### src/rtl/serial_frame_pkg.sv
// Shared definitions for the serial frame generator: FSM states, LFSR taps, frame sizing.
package serial_frame_pkg;

   typedef enum logic [1:0] {
      IDLE  = 2'd0,
      FETCH = 2'd1,
      SHIFT = 2'd2,
      DONE  = 2'd3
   } state_t;

   localparam logic [15:0] LFSR_TAPS = 16'hB400;

   function automatic int frame_width(input int hdr_w, input int data_w, input bit par);
      return hdr_w + data_w + (par ? 1 : 0);
   endfunction

endpackage

### src/rtl/serial_frame_gen_lfsr16.sv
// 16-bit Galois LFSR (shift right, feedback from bit 0); advances one step per cycle with step=1.
// Also instantiated by the deserializer bench as a reference sequence generator.
module lfsr16
   import serial_frame_pkg::*;
(
   input  logic        clk,
   input  logic        rst,
   input  logic        step,
   input  logic [15:0] seed,
   output logic [15:0] q
);

   logic [15:0] q_q;
   logic [15:0] q_d;

   always_comb begin
      q_d = q_q;
      if (step) begin
         q_d = {1'b0, q_q[15:1]} ^ (q_q[0] ? LFSR_TAPS : 16'h0000);
      end
   end

   always_ff @(posedge clk) begin
      if (rst) q_q <= seed;
      else     q_q <= q_d;
   end

   assign q = q_q;

endmodule

### src/rtl/serial_frame_gen.sv
// Serial frame source: N_FRAMES frames of {HDR_PAT, data[, parity]} on txd, CLK_DIV cycles per bit.
// Define SERIAL_FRAME_GEN_PARITY_EN to append an even parity bit after the data.
module serial_frame_gen
   import serial_frame_pkg::*;
#(
   parameter int               DATA_W    = 8,
   parameter int               HDR_W     = 4,
   parameter logic [HDR_W-1:0] HDR_PAT   = 4'b1010,
   parameter int               CLK_DIV   = 4,
   parameter int               N_FRAMES  = 16,
   parameter logic [15:0]      LFSR_SEED = 16'hACE1
)
(
   input  logic              clk,
   input  logic              rst,
   input  logic              start,
   input  logic              lfsr_mode,
   input  logic [DATA_W-1:0] data_in,
   input  logic              data_valid,
   output logic              data_ready,
   output logic              txd,
   output logic              bit_strobe,
   output logic              frame_start,
   output logic              busy,
   output logic              done,
   output logic [15:0]       frame_cnt
);

`ifdef SERIAL_FRAME_GEN_PARITY_EN
   localparam bit PAR_EN = 1'b1;
`else
   localparam bit PAR_EN = 1'b0;
`endif
   localparam int FW    = frame_width(HDR_W, DATA_W, PAR_EN);
   localparam int DIV_W = $clog2(CLK_DIV);
   localparam int BIT_W = $clog2(FW);
   localparam logic [DIV_W-1:0] DIV_LAST = DIV_W'(CLK_DIV - 1);
   localparam logic [BIT_W-1:0] BIT_LAST = BIT_W'(FW - 1);
   localparam logic [15:0]      N_LAST   = 16'(N_FRAMES);

   function automatic logic [FW-1:0] pack_frame(input logic [DATA_W-1:0] d);
`ifdef SERIAL_FRAME_GEN_PARITY_EN
      return {HDR_PAT, d, ^d};
`else
      return {HDR_PAT, d};
`endif
   endfunction

   state_t           state_q, state_d;
   logic [DIV_W-1:0] div_q, div_d;
   logic [BIT_W-1:0] bit_q, bit_d;
   logic [FW-1:0]    shreg_q, shreg_d;
   logic [15:0]      frame_cnt_q, frame_cnt_d;
   logic [15:0]      lfsr_q;
   logic             lfsr_step;
   logic [DATA_W-1:0] fetch_dat;
   logic             unused_lfsr;

   lfsr16 u_lfsr (
      .clk  (clk),
      .rst  (rst),
      .step (lfsr_step),
      .seed (LFSR_SEED),
      .q    (lfsr_q)
   );

   // Only the low DATA_W bits feed the payload; the rest is LFSR state.
   assign unused_lfsr = ^lfsr_q;
   assign fetch_dat   = lfsr_mode ? lfsr_q[DATA_W-1:0] : data_in;

   always_comb begin
      state_d     = state_q;
      div_d       = div_q;
      bit_d       = bit_q;
      shreg_d     = shreg_q;
      frame_cnt_d = frame_cnt_q;
      lfsr_step   = 1'b0;
      case (state_q)
         IDLE, DONE: begin
            if (start) begin
               state_d     = FETCH;
               frame_cnt_d = 16'd0;
            end
         end
         FETCH: begin
            if (lfsr_mode || data_valid) begin
               lfsr_step = lfsr_mode;
               shreg_d   = pack_frame(fetch_dat);
               div_d     = '0;
               bit_d     = '0;
               state_d   = SHIFT;
            end
         end
         SHIFT: begin
            if (div_q == DIV_LAST) begin
               div_d   = '0;
               shreg_d = shreg_q << 1;
               if (bit_q == BIT_LAST) begin
                  bit_d       = '0;
                  frame_cnt_d = frame_cnt_q + 16'd1;
                  // N_FRAMES == 0 runs forever; frame_cnt simply wraps.
                  if ((N_FRAMES != 0) && (frame_cnt_q + 16'd1 == N_LAST)) state_d = DONE;
                  else                                                     state_d = FETCH;
               end else begin
                  bit_d = bit_q + BIT_W'(1);
               end
            end else begin
               div_d = div_q + DIV_W'(1);
            end
         end
         default: state_d = IDLE;
      endcase
   end

   always_ff @(posedge clk) begin
      if (rst) begin
         state_q     <= IDLE;
         div_q       <= '0;
         bit_q       <= '0;
         shreg_q     <= '0;
         frame_cnt_q <= 16'd0;
      end else begin
         state_q     <= state_d;
         div_q       <= div_d;
         bit_q       <= bit_d;
         shreg_q     <= shreg_d;
         frame_cnt_q <= frame_cnt_d;
      end
   end

   assign txd         = (state_q == SHIFT) && shreg_q[FW-1];
   assign bit_strobe  = (state_q == SHIFT) && (div_q == DIV_LAST);
   assign frame_start = (state_q == SHIFT) && (div_q == '0) && (bit_q == '0);
   assign data_ready  = (state_q == FETCH) && !lfsr_mode;
   assign busy        = (state_q == FETCH) || (state_q == SHIFT);
   assign done        = (state_q == DONE);
   assign frame_cnt   = frame_cnt_q;

endmodule

### config.mk
export PLATFORM = sky130hd
export DESIGN_NAME = serial_frame_gen
export DESIGN_NICKNAME = d
export VERILOG_FILES = /design/src/rtl/serial_frame_pkg.sv /design/src/rtl/serial_frame_gen_lfsr16.sv /design/src/rtl/serial_frame_gen.sv
export SDC_FILE = /design/constraint.sdc
export NUM_CORES = 1
export LEC_CHECK = 0
export ABC_AREA = 1
export CORE_MARGIN = 3
export CORE_UTILIZATION = 55
export DETAILED_ROUTE_END_ITERATION = 8
export PLACE_DENSITY = 0.79
export SYNTH_ARGS = -nofsm -noshare
export SYNTH_HDL_FRONTEND = slang
export SYNTH_SLANG_ARGS = --single-unit
### constraint.sdc
create_clock -name clk -period 5.2 [get_ports clk]
set_input_delay 1.3 -clock clk [delete_from_list [all_inputs] [get_ports clk]]
set_output_delay 1.3 -clock clk [all_outputs]
set_load 0.01 [all_outputs]
* Word level (Yosys, flattened, before mapping)
Index checks and enable logic that the tools add are counted.
W data, S select, Z words.
** Storage, ports and cells
- Flip-flop bits (word level) :: 52
- Output and inout port bits :: 22
** Operators by class
- Add/subtract/negate cells :: 3
- Equal/unequal tests :: 10
- Mux-type cells :: 24
- Bitwise operators :: 1
- Reductions and logical operators :: 18
** Operators with widths (number)
- $mux W16 :: 4
- $pmux W16 S2 :: 1
- $mux W12 :: 2
- $pmux W12 S2 :: 1
- $add A16 B1 Y16 const B :: 1
- $eq A16 B5 Y1 const B :: 1
- $xor A15 B16 Y16 :: 1
- $mux W2 :: 7
- $mux W4 :: 3
- $mux W8 :: 1
- $ne A2 B2 Y1 const B :: 4
- $pmux W4 S2 :: 1
- $reduce_and A4 Y1 :: 2
- $eq A2 B2 Y1 const B :: 3
- $pmux W2 S3 :: 1
- $logic_and A1 B1 Y1 :: 5
- $add A4 B1 Y4 const B :: 1
- $eq A4 B4 Y1 const B :: 1
- $logic_not A2 Y1 :: 2
- $logic_not A4 Y1 :: 1
- $pmux W2 S2 :: 1
- $reduce_bool A2 Y1 :: 2
- $reduce_and A3 Y1 :: 1
- $add A2 B1 Y2 const B :: 1
- other kinds (6) :: 8

* Depth between registers and ports, before layout
Gate-level depths: netlist of run 1.
- Depth in word-level cells :: 6
- Gate-level depth with buffers :: 14
- Depth with buffers taken out :: 14

* Hierarchy
A second synthesis of run 1 with hierarchy kept.
** Second synthesis, totals
- Cells, all modules :: 402
- Area total of the unflattened synthesis :: 2905.3 um^2
** Modules (own cells, without submodules)
- serial_frame_gen :: instances 1, cells each 324, area an instance 2139.6 um^2, seq. area each 720.7 um^2
- lfsr16 :: instances 1, cells each 78, area an instance 765.7 um^2, seq. area each 480.5 um^2

* Worst setup path before layout of run 1
OpenSTA, ideal clock, no wires.
- Path type :: input port to output port
- Start point :: input lfsr_mode
- End point :: output data_ready
- Arrival :: 1.641 ns
- Required time :: 3.900 ns
- Slack :: 2.259 ns
- Stages :: 2
- Path buffers :: 1
- Cell sequence :: clkbuf_1 nor2_1
** On the way
- Cells in the longest elaborated chain, start to end :: 2
** Ends and longest elaborated chain
- from (decl) :: RTL line serial_frame_gen.sv:17 : input logic lfsr_mode,
- $logic_not A1 Y1 :: RTL line serial_frame_gen.sv:134 : assign data_ready = (state_q == FETCH) && !lfsr_mode;
- $logic_and A1 B1 Y1 :: RTL line serial_frame_gen.sv:134
- to (decl) :: RTL line serial_frame_gen.sv:20 : output logic data_ready,
Every way passes these cells.

* Final worst setup path of run 1
Ends and elaborated chain as after synthesis.

==> summary.md, run 1 <==
| Metric | Value |
|---|---|
| Logic pwr share | `25.6%` |
| Compound-Gate Fraction of Synth Area | `17.7%` |
| DR vias | `2,578` |
| All-Layer GR Usage | `20.8%` |
| Hpwl dp | `about 4200 um` |
| P_leak | `about 0.0012 uW` |
| Final setup margin | `approximately 1.4 ns` |
| DP Worst Slack | `1.39 ns` |
| Max VDD drop | `241 uV` |
| Routing usage on met1 | `28.4%` |
| Worst Max-Slew Pin Slew | `0.637 ns` |
| Clock Sink Count | `52` |
| Minimum clock period | `3.80 ns` |
| Syn Inst Count | `394` |
| DRT Pass-1 Iters | `5` |
| ANT cells | `0` |
| Worst rel slew slack | `57.5%` |
| Post-Route WL | `5950 um` |
| Worst path required time | `between 3 and 4 ns` |
| Crit-path max FO | `7` |
| H-tree levels | `2` |
| Mux cell area share after synthesis | `0%` |
| Syn Nets | `just over 400` |
| Period utilization | `between 70% and 80%` |
| WL/cell | `12.3 um` |
| WP data arrival | `2.50 ns` |
| Largest family of logic cells by synthesized area | `simple AND/OR/NAND/NOR gates` |
| Outcome | `completed` |
| RePlAce Congestion | `0.897` |
| Clock Latency Late Sink | `0.30 ns` |
| Sequential Power Share | `47.7%` |
| I/O pins | `35` |
| Xor/xnor share of the synthesized area | `0.969%` |
| Layout cells sized above 1 | `~6.4%` |
| Total core area | `4560 um^2` |
| Multi-input gate area | `1420 um^2` |
| GR peak layer | `met2` |
| Post-synth EDFFs | `0` |
| Async set or reset register ratio after synthesis | `0%` |
| Nets | `440` |
| Crit start category | `primary input` |
| M3 GR Usage | `3.66%` |
| Vias in the first global route | `between 2,000 and 2,500` |
| Synth Flop Type | `dfxtp_1` |
| Sw frac | `32.7%` |
| Max-cap viol count | `0` |
| Postcts setup bufs | `0` |
| HP Start | `u_lfsr.q[12]` |
| Met2 Use GR | `34.3%` |
| Clk pwr share | `26.8%` |
| Mapped Avg Cell Area | `6.88 um^2` |
| FF+latch count, synth | `52` |
| Worst-path clk slew | `0.09 ns` |
| Die area | `5810 um^2` |
| Critical path class | `primary input to output pin` |
| Top-area cell type share of the netlist area | `38.4%` |
| DR iter-0 viols | `approximately 190` |
| Post-route DRC | `0` |
| PostCTS Resize Cnt | `0` |
| Register area | `1040 um^2` |
| Standard-cell rows | `24` |
| Synth Area in Simple Gates | `between 20 and 30%` |
| Unique masters post-synth | `30` |
| R2r startpoint | `state_q[0]` |
| PwrDens | `323 nW/um^2` |
| Yosys warns | `0` |
| Fmax | `around 260 MHz` |
| Post-synth top area cell | `dfxtp_1` |
| Worst Skew | `0.00591 ns` |
| Fill cells | `425` |
| Register area share after synthesis | `between 30% and 40%` |
| Top post-synthesis cells by count | `105 x nand2_1, 52 x dfxtp_1, 39 x a21oi_1` |
| Remaining Overflow, GRT | `0` |
| Via density | `5.32` |
| Largest net degree at the start of global routing | `27` |
| Cts hold-fix bufs | `0` |
| Antenna-violating nets left | `0` |
| Slew Viols, Final | `0` |
| Final Hold Vio Count | `0` |
| Chip width | `roughly 76 um` |
| HP Class | `flip-flop to flip-flop` |
| Final TNS setup | `0 ns` |
| Area Growth Syn to Fin | `16.3%` |
| CTS buffer count | `5` |
| Internal power | `between 600 and 700 uW` |
| Starting Density | `59.4%` |
| First-pass GRT wire length | `just over 10,000 um` |
| Initial antenna violation count | `0` |
| RSZ-0062 raised after global routing | `false` |
| Maximum root-to-sink buffer count | `2` |
| Count leader, synth | `nand2_1` |
| CTS root buffer | `clkbuf_8` |
| I/O Buffers | `34` |
| CP Capture Type | `output pin` |
| Die Y | `76.2 um` |
| Setup-failing EPs final | `0` |
| Setup crit start | `lfsr_mode` |
| Synth area leaders | `dfxtp_1 38%, nand2_1 15%, a21oi_1 7.2%` |
| Synthesized-area fraction occupied by adder cells | `3.69%` |
| Post-Syn Area | `2710 um^2` |
| Psw | `roughly 330 uW` |
| TritonCTS clock tree | `done` |
## power by group through the flow
stage / Clock, uW / Combinational (uW) / Sequential, uW
3_3_place_gp: 0 / 252 / 492
5_1_grt: 294 / 296 / 492
2_1_floorplan: 0 / 208 / 486
4_1_cts: 276 / 260 / 485
6_report: 273 / 260 / 485
3_5_place_dp: 0 / 258 / 494
## layout make-up
cell class / count / area share, %
clock buffers: 6 / 2.30
clock inverters: 2 / 1.11
flip-flops and latches: 52 / 33.0
inverters: 43 / 5.11
repair buffers: 35 / 11.0
well taps: 65 / 2.58
multi-input cells: 282 / 44.9
## metrics by stage
step | hold slack, ns | util, % | total power, uW | area, um^2 | instances
after detailed placement | 0.440 | 66.8 | 751 | 3050 | 477
final | 0.461 | 69.1 | 1020 | 3160 | 485
after CTS | 0.465 | 69.1 | 1020 | 3160 | 485
after global routing | 0.490 | 69.1 | 1080 | 3160 | 485
after global placement | 0.430 | 66.8 | 744 | 3050 | 477
after floorplan | 0.424 | - | 695 | 2710 | 394
## final timing paths
check | end | slack (ns) | depth (start not counted)
setup / recovery | data_ready | 1.40 | 3
hold reg to reg | u_lfsr.q[11] | 0.46 | 2
setup reg to reg | bit_q[3] | 2.79 | 10
hold / removal | u_lfsr.q[11] | 0.46 | 2
## cells in the final DEF, fill, tap and decap left out
| cell type | count |
|---|---|
| nor4_1 | 1 |
| o22ai_1 | 1 |
| o21bai_1 | 2 |
| nor2_2 | 4 |
| o21ai_1 | 1 |
| buf_4 | 1 |
| clkbuf_8 | 5 |
| xnor2_1 | 2 |
| a21oi_2 | 2 |
| o31ai_2 | 1 |
| o221ai_1 | 2 |
| a21oi_1 | 39 |
| nand2_1 | 105 |
| nor2_1 | 27 |
| o211ai_1 | 6 |
| nor3_1 | 3 |
| bufinv_16 | 1 |
| inv_2 | 5 |
| clkinv_2 | 1 |
| nand4_1 | 9 |
| clkbuf_1 | 1 |
| o21ai_0 | 30 |
| nand2_2 | 2 |
| nand3_1 | 29 |
| inv_1 | 38 |
| ha_1 | 8 |
| clkdlybuf4s50_1 | 34 |
| dfxtp_1 | 52 |
| nor3_2 | 1 |
| xor2_1 | 1 |
| a211oi_1 | 2 |
| nor2_4 | 4 |
## critical path, cell delays in order
cell and delay (ns):
clkdlybuf4s50_1 0.52, nor2_1 0.14, clkdlybuf4s50_1 0.54
## cell families (layout without fill, tap and decap cells)
family,after synthesis,after routing
XOR/XNOR,3,3
adder cells (fa/ha/maj),8,8
buffers and inverters,60,86
AND/OR/NAND/NOR,185,185
AO/OA/AOI/OAI,86,86
flip-flops,52,52
## layer usage
layer | routed length (um) | share of wire (%)
met1 | 2880 | 48
met2 | 2820 | 47
met3 | 201 | 3.4
met4 | 48 | 0.81
met5 | 0 | 0
## state kept, by name, summed over array words and instances (netlist names)
name,cells
shreg_q,12
frame_cnt,16
state_q,2
div_q,2
u_lfsr.q,16
bit_q,4
No activity file was read; power rests on OpenSTA's default activity.
==> run 2, diff against run 1 <==
Settings changed: CORE_UTILIZATION 55 to 50, PLACE_DENSITY 0.79 to 0.76.
Clock period 5.2 ns to 3.35 ns, I/O delays scaled along.
==> run 2 against run 1 <==
Sequential share of layout area about the same. Flip-flop and latch count unchanged. Via count down 0.62%. Register-to-register slack worse by 1.8 ns. Core utilization down 8.1 points. Clock power up 38%. Sequential power up 55%. Global-route usage down 0.60 points. Non-clock buffer count up 1. Wire length up 0.55%. Worst hold slack better by 0.0052 ns. Largest cell class unchanged. Highest routed layer unchanged.
==> summary.md, run 2 (synthesized netlist as in run 1, its figures left out) <==
| Metric | Value |
|---|---|
| Cell mode on critical path | `clkdlybuf4s50_1` |
| DRT Pass-1 Iters | `6` |
| All-Layer GR Usage | `20.2%` |
| Top layer in use | `met4` |
| Clk pwr share | `24.6%` |
| DR iter-0 viols | `208` |
| Cts hold-fix bufs | `0` |
| Slowest stage delay, CP | `0.54 ns` |
| H-tree levels | `2` |
| Largest net degree at the start of global routing | `26` |
| Max-cap viol count | `0` |
| CTS root buffer | `clkbuf_8` |
| Register area | `1040 um^2` |
| WL/cell | `12.2 um` |
| Leading cell type in the layout, fill and taps excluded | `nand2_1` |
| Sequential Power Share | `49.2%` |
| Initial antenna violation count | `0` |
| Via density | `approximately 5.2` |
| Post-route DRC | `0` |
| Maximum root-to-sink buffer count | `2` |
| Die area | `6340 um^2` |
| Fill cells | `approximately 480` |
| Psw | `521 uW` |
| Clock Sink Count | `52` |
| Nets | `441` |
| RSZ-0062 raised after global routing | `false` |
| Outcome | `completed` |
| HP Class | `flip-flop to flip-flop` |
| Area Growth Syn to Fin | `16.5%` |
| Sw frac | `34.0%` |
| Multi-input gate area | `1420 um^2` |
| Chip width | `79.7 um` |
| Max VDD drop | `260 uV` |
| I/O Buffers | `34` |
| P_leak | `0.00119 uW` |
| HP Start | `u_lfsr.q[12]` |
| Minimum clock period | `2.89 ns` |
| Final setup margin | `0.456 ns` |
| Remaining Overflow, GRT | `0` |
| Met3 wire length | `302 um` |
| Depth of the worst hold-timing path | `2` |
| Setup crit start | `lfsr_mode` |
| Worst Max-Slew Pin Slew | `0.639 ns` |
| Postcts setup bufs | `0` |
| Final Hold Vio Count | `0` |
| TritonCTS clock tree | `done` |
| Logic pwr share | `26.2%` |
| R2R Setup Slk | `between 0.9 and 1 ns` |
| WP data arrival | `slightly above 2 ns` |
| Worst Skew | `0.00664 ns` |
| Final core occ | `between 60% and 70%` |
| Crit-path max FO | `7` |
| Post-Route WL | `5980 um` |
| RePlAce Congestion | `0.870` |
| Post-Route M1 WL | `2960 um` |
| Die Y | `about 80 um` |
| Setup-failing EPs final | `0` |
| Internal power | `1010 uW` |
| PwrDens | `485 nW/um^2` |
| Reg2reg path depth | `10` |
| Crit start category | `primary input` |
| Period utilization | `86.4%` |
| PostCTS Resize Cnt | `0` |
| ANT cells | `0` |
| Non-filler cells, final | `491` |
| Critical path class | `primary input to output pin` |
| Final TNS setup | `0 ns` |
| DP Worst Slack | `0.456 ns` |
| Crit-path cells | `clkdlybuf4s50_1 > nor2_1 > clkdlybuf4s50_1` |
| Hpwl dp | `4330 um` |
| DR vias | `2,562` |
| Slew Viols, Final | `0` |
| R2r startpoint | `state_q[0]` |
| Standard-cell rows | `26` |
| Antenna-violating nets left | `0` |
| Slowest cell on crit path | `clkdlybuf4s50_1` |
| I/O pins | `35` |
| Met2 wire length | `2670 um` |
| Worst rel slew slack | `between 50% and 60%` |
| Worst path required time | `approximately 2.5 ns` |
| CTS buffer count | `5` |
| Most frequent cells in the layout | `105 x nand2_1, 52 x dfxtp_1, 39 x a21oi_1, 38 x inv_1, 34 x clkdlybuf4s50_1` |
| Layout cells sized above 1 | `6.89%` |
| Clock Latency Late Sink | `0.31 ns` |
| Total core area | `5170 um^2` |
| DP Cell Count | `483` |
| Worst-path clk slew | `around 0.090 ns` |
| Fmax | `346 MHz` |
| First-pass GRT wire length | `between 10,000 and 15,000 um` |
| Vias in the first global route | `2,331` |
| CP Capture Type | `output pin` |
| Starting Density | `52.4%` |
-- run 2: layout make-up --
cell class                      instances  share of cell area [%]
Timing Repair Buffer                   36                    11.2
Clock inverter                          2                   0.475
Clock buffer                            6                    2.61
Sequential cell                        52                    33.0
Multi-Input combinational cell        282                    44.8
Tap cell                               70                    2.77
Inverter                               43                    5.11
-- run 2: power groups by stage --
stage / clock network (uW) / registers [uW] / logic [uW]
finish: 377 / 754 / 402
global route: 410 / 765 / 466
CTS: 390 / 754 / 406
detailed placement: 0 / 767 / 403
global placement: 0 / 765 / 398
floorplan: 0 / 755 / 323
-- run 2: through the flow --
step | instance area [um^2] | hold WS (ns) | power, uW
floorplan | 2710 | 0.424 | 1080
global placement | 3060 | 0.434 | 1160
detailed placement | 3060 | 0.445 | 1170
CTS | 3160 | 0.468 | 1550
global route | 3160 | 0.487 | 1640
finish | 3160 | 0.466 | 1530
-- run 2: critical path, delay by kind of cell --
kind / cells / cell delay (ns)
buffers and inverters: 2 / 1.06
AND/OR/NAND/NOR: 1 / 0.15
-- run 2: worst paths after layout --
path	endpoint
max reg2reg	bit_q[3]
min reg2reg	u_lfsr.q[11]
max	data_ready
min	u_lfsr.q[11]
-- run 2: per-layer routing --
metal / GRT usage (%) / up-vias
li1: - / 1345
met1: 28.1 / 1162
met2: 32.6 / 51
met3: 4.06 / 4
met4: 3.95 / 0
met5: 0 / -
==> run 3, diff against run 2 <==
Settings changed: CORE_UTILIZATION 50 to 30, HOLD_SLACK_MARGIN set to 0.15, PLACE_DENSITY 0.76 to unset.
==> run 3 against run 2 <==
Core utilization down 24 points. Sequential power about the same. Via count down 1.1%. Largest cell class unchanged. Largest power group unchanged.
==> summary.md, run 3 (synthesized netlist as in run 1, its figures left out) <==
| Metric | Value |
|---|---|
| Largest net degree at the start of global routing | `26` |
| ANT cells | `0` |
| CTS buffer count | `5` |
| Total power draw | `1540 uW` |
| Postcts setup bufs | `0` |
| CP Capture Type | `output pin` |
| Worst path required time | `around 2.5 ns` |
| Post-route DRC | `0` |
| Buffer and inverter count on the worst path | `2` |
| Leading cell type in the layout, fill and taps excluded | `nand2_1` |
| Nets | `441` |
| TritonCTS clock tree | `done` |
| R2r startpoint | `state_q[0]` |
| Starting Density | `31.0%` |
| Slowest cell on crit path | `clkdlybuf4s50_1` |
| Via density | `4.79` |
| Max VDD drop | `215 uV` |
| H-tree levels | `2` |
| PostCTS Resize Cnt | `0` |
| HP Start | `shreg_q[9]` |
| Clock Sink Count | `52` |
| Fmax | `around 350 MHz` |
| P_leak | `0.00120 uW` |
| DR iter-0 viols | `115` |
| Initial antenna violation count | `0` |
| Worst-path clk slew | `0.10 ns` |
| RePlAce Congestion | `0.830` |
| WP data arrival | `2.06 ns` |
| Slew Viols, Final | `0` |
| HP Class | `flip-flop to flip-flop` |
| Register area | `1040 um^2` |
| Period utilization | `86.4%` |
| Crit-path cells | `clkdlybuf4s50_1 > nor2_1 > clkdlybuf4s50_1` |
| Minimum clock period | `2.90 ns` |
| Setup crit start | `lfsr_mode` |
| Worst Skew | `between 0.01 and 0.015 ns` |
| I/O pins | `35` |
| Max-cap viol count | `0` |
| Layout cells sized above 1 | `6.89%` |
| Most frequent cells in the layout | `105 x nand2_1, 52 x dfxtp_1, 39 x a21oi_1, 38 x inv_1, 34 x clkdlybuf4s50_1` |
| Die area | `~10,000 um^2` |
| Multi-input gate area | `around 1400 um^2` |
| Vias in the first global route | `2,360` |
| Setup-failing EPs final | `0` |
| Slowest stage delay, CP | `between 0.5 and 0.6 ns` |
| Area Growth Syn to Fin | `18.2%` |
| RSZ-0062 raised after global routing | `false` |
| Die Y | `101 um` |
| Cell mode on critical path | `clkdlybuf4s50_1` |
| Standard-cell rows | `34` |
| Clock Latency Late Sink | `between 0.3 and 0.4 ns` |
| First-pass GRT wire length | `around 11,000 um` |
| Remaining Overflow, GRT | `0` |
| CTS root buffer | `clkbuf_8` |
| Total core area | `8760 um^2` |
| Crit-path max FO | `7` |
| WL/cell | `11.9 um` |
| Fill cells | `slightly above 900` |
| Critical path class | `primary input to output pin` |
| Final TNS setup | `0 ns` |
| Chip width | `101 um` |
| Worst rel slew slack | `54.0%` |
| DR vias | `2,533` |
| Final Hold Vio Count | `0` |
| Maximum root-to-sink buffer count | `2` |
| Worst Max-Slew Pin Slew | `0.690 ns` |
| DRT Pass-1 Iters | `4` |
| PwrDens | `480 nW/um^2` |
| All-Layer GR Usage | `a little over an eighth` |
| Cts hold-fix bufs | `0` |
| Antenna-violating nets left | `0` |
| Crit start category | `primary input` |
| Post-Route WL | `6290 um` |
| Outcome | `completed` |
| Hpwl dp | `about 4500 um` |
| I/O Buffers | `34` |
| Top Family by Delay on Critical Path | `buffers and inverters` |
-- run 3: cell count changes in the layout (fill, tap and decap cells not counted), sizes merged --
cell,previous run,this run
clkbuf,6,5
inv,43,44
clkinvlp,2,1
clkinv,0,1
-- run 3: area by class of cell --
type | count | share of cell area [%]
Clock buffer | 5 | 2.15
Sequential cell | 52 | 32.5
Inverter | 43 | 5.04
Clock inverter | 3 | 0.859
Tap cell | 108 | 4.22
Timing Repair Buffer | 36 | 11.1
Multi-Input combinational cell | 282 | 44.2
-- run 3: final timing paths --
check | slack, ns | cells after the start | end
hold reg to reg | 0.47 | 2 | shreg_q[10]
setup / recovery | 0.45 | 3 | data_ready
hold / removal | 0.47 | 2 | shreg_q[10]
setup reg to reg | 0.97 | 10 | bit_q[3]
-- run 3: routing by layer --
metal	global-route usage [%]	vias up	part of all wire (%)	routed length (um)
met5	0	-	0	0
met4	3.37	0	1.4	91
met3	3.60	10	5.4	337
met2	20.4	56	44	2760
met1	18.1	1126	49	3100
li1	-	1341	-	-
-- run 3: through the flow --
step           util (%)  cells  setup slack, ns  hold WS [ns]  area (um^2)
6_report           36.6    529            0.455         0.465         3210
5_1_grt            36.6    529            0.368         0.506         3210
4_1_cts            36.6    529            0.452         0.471         3210
3_5_place_dp       35.5    521            0.458         0.443         3110
3_3_place_gp       35.5    521            0.466         0.443         3110
2_1_floorplan         -    394             1.33         0.424         2710
-- run 3: worst min-delay path: stages, from the launching register on --
cell	delay [ns]
dfxtp_1	0.32
nand2_1	0.06
a21oi_1	0.05
-- run 3: power by group --
part,internal (uW),switching [uW],total (uW)
Sequential,705,47.2,752
Combinational,140,268,407
Clock,154,227,380
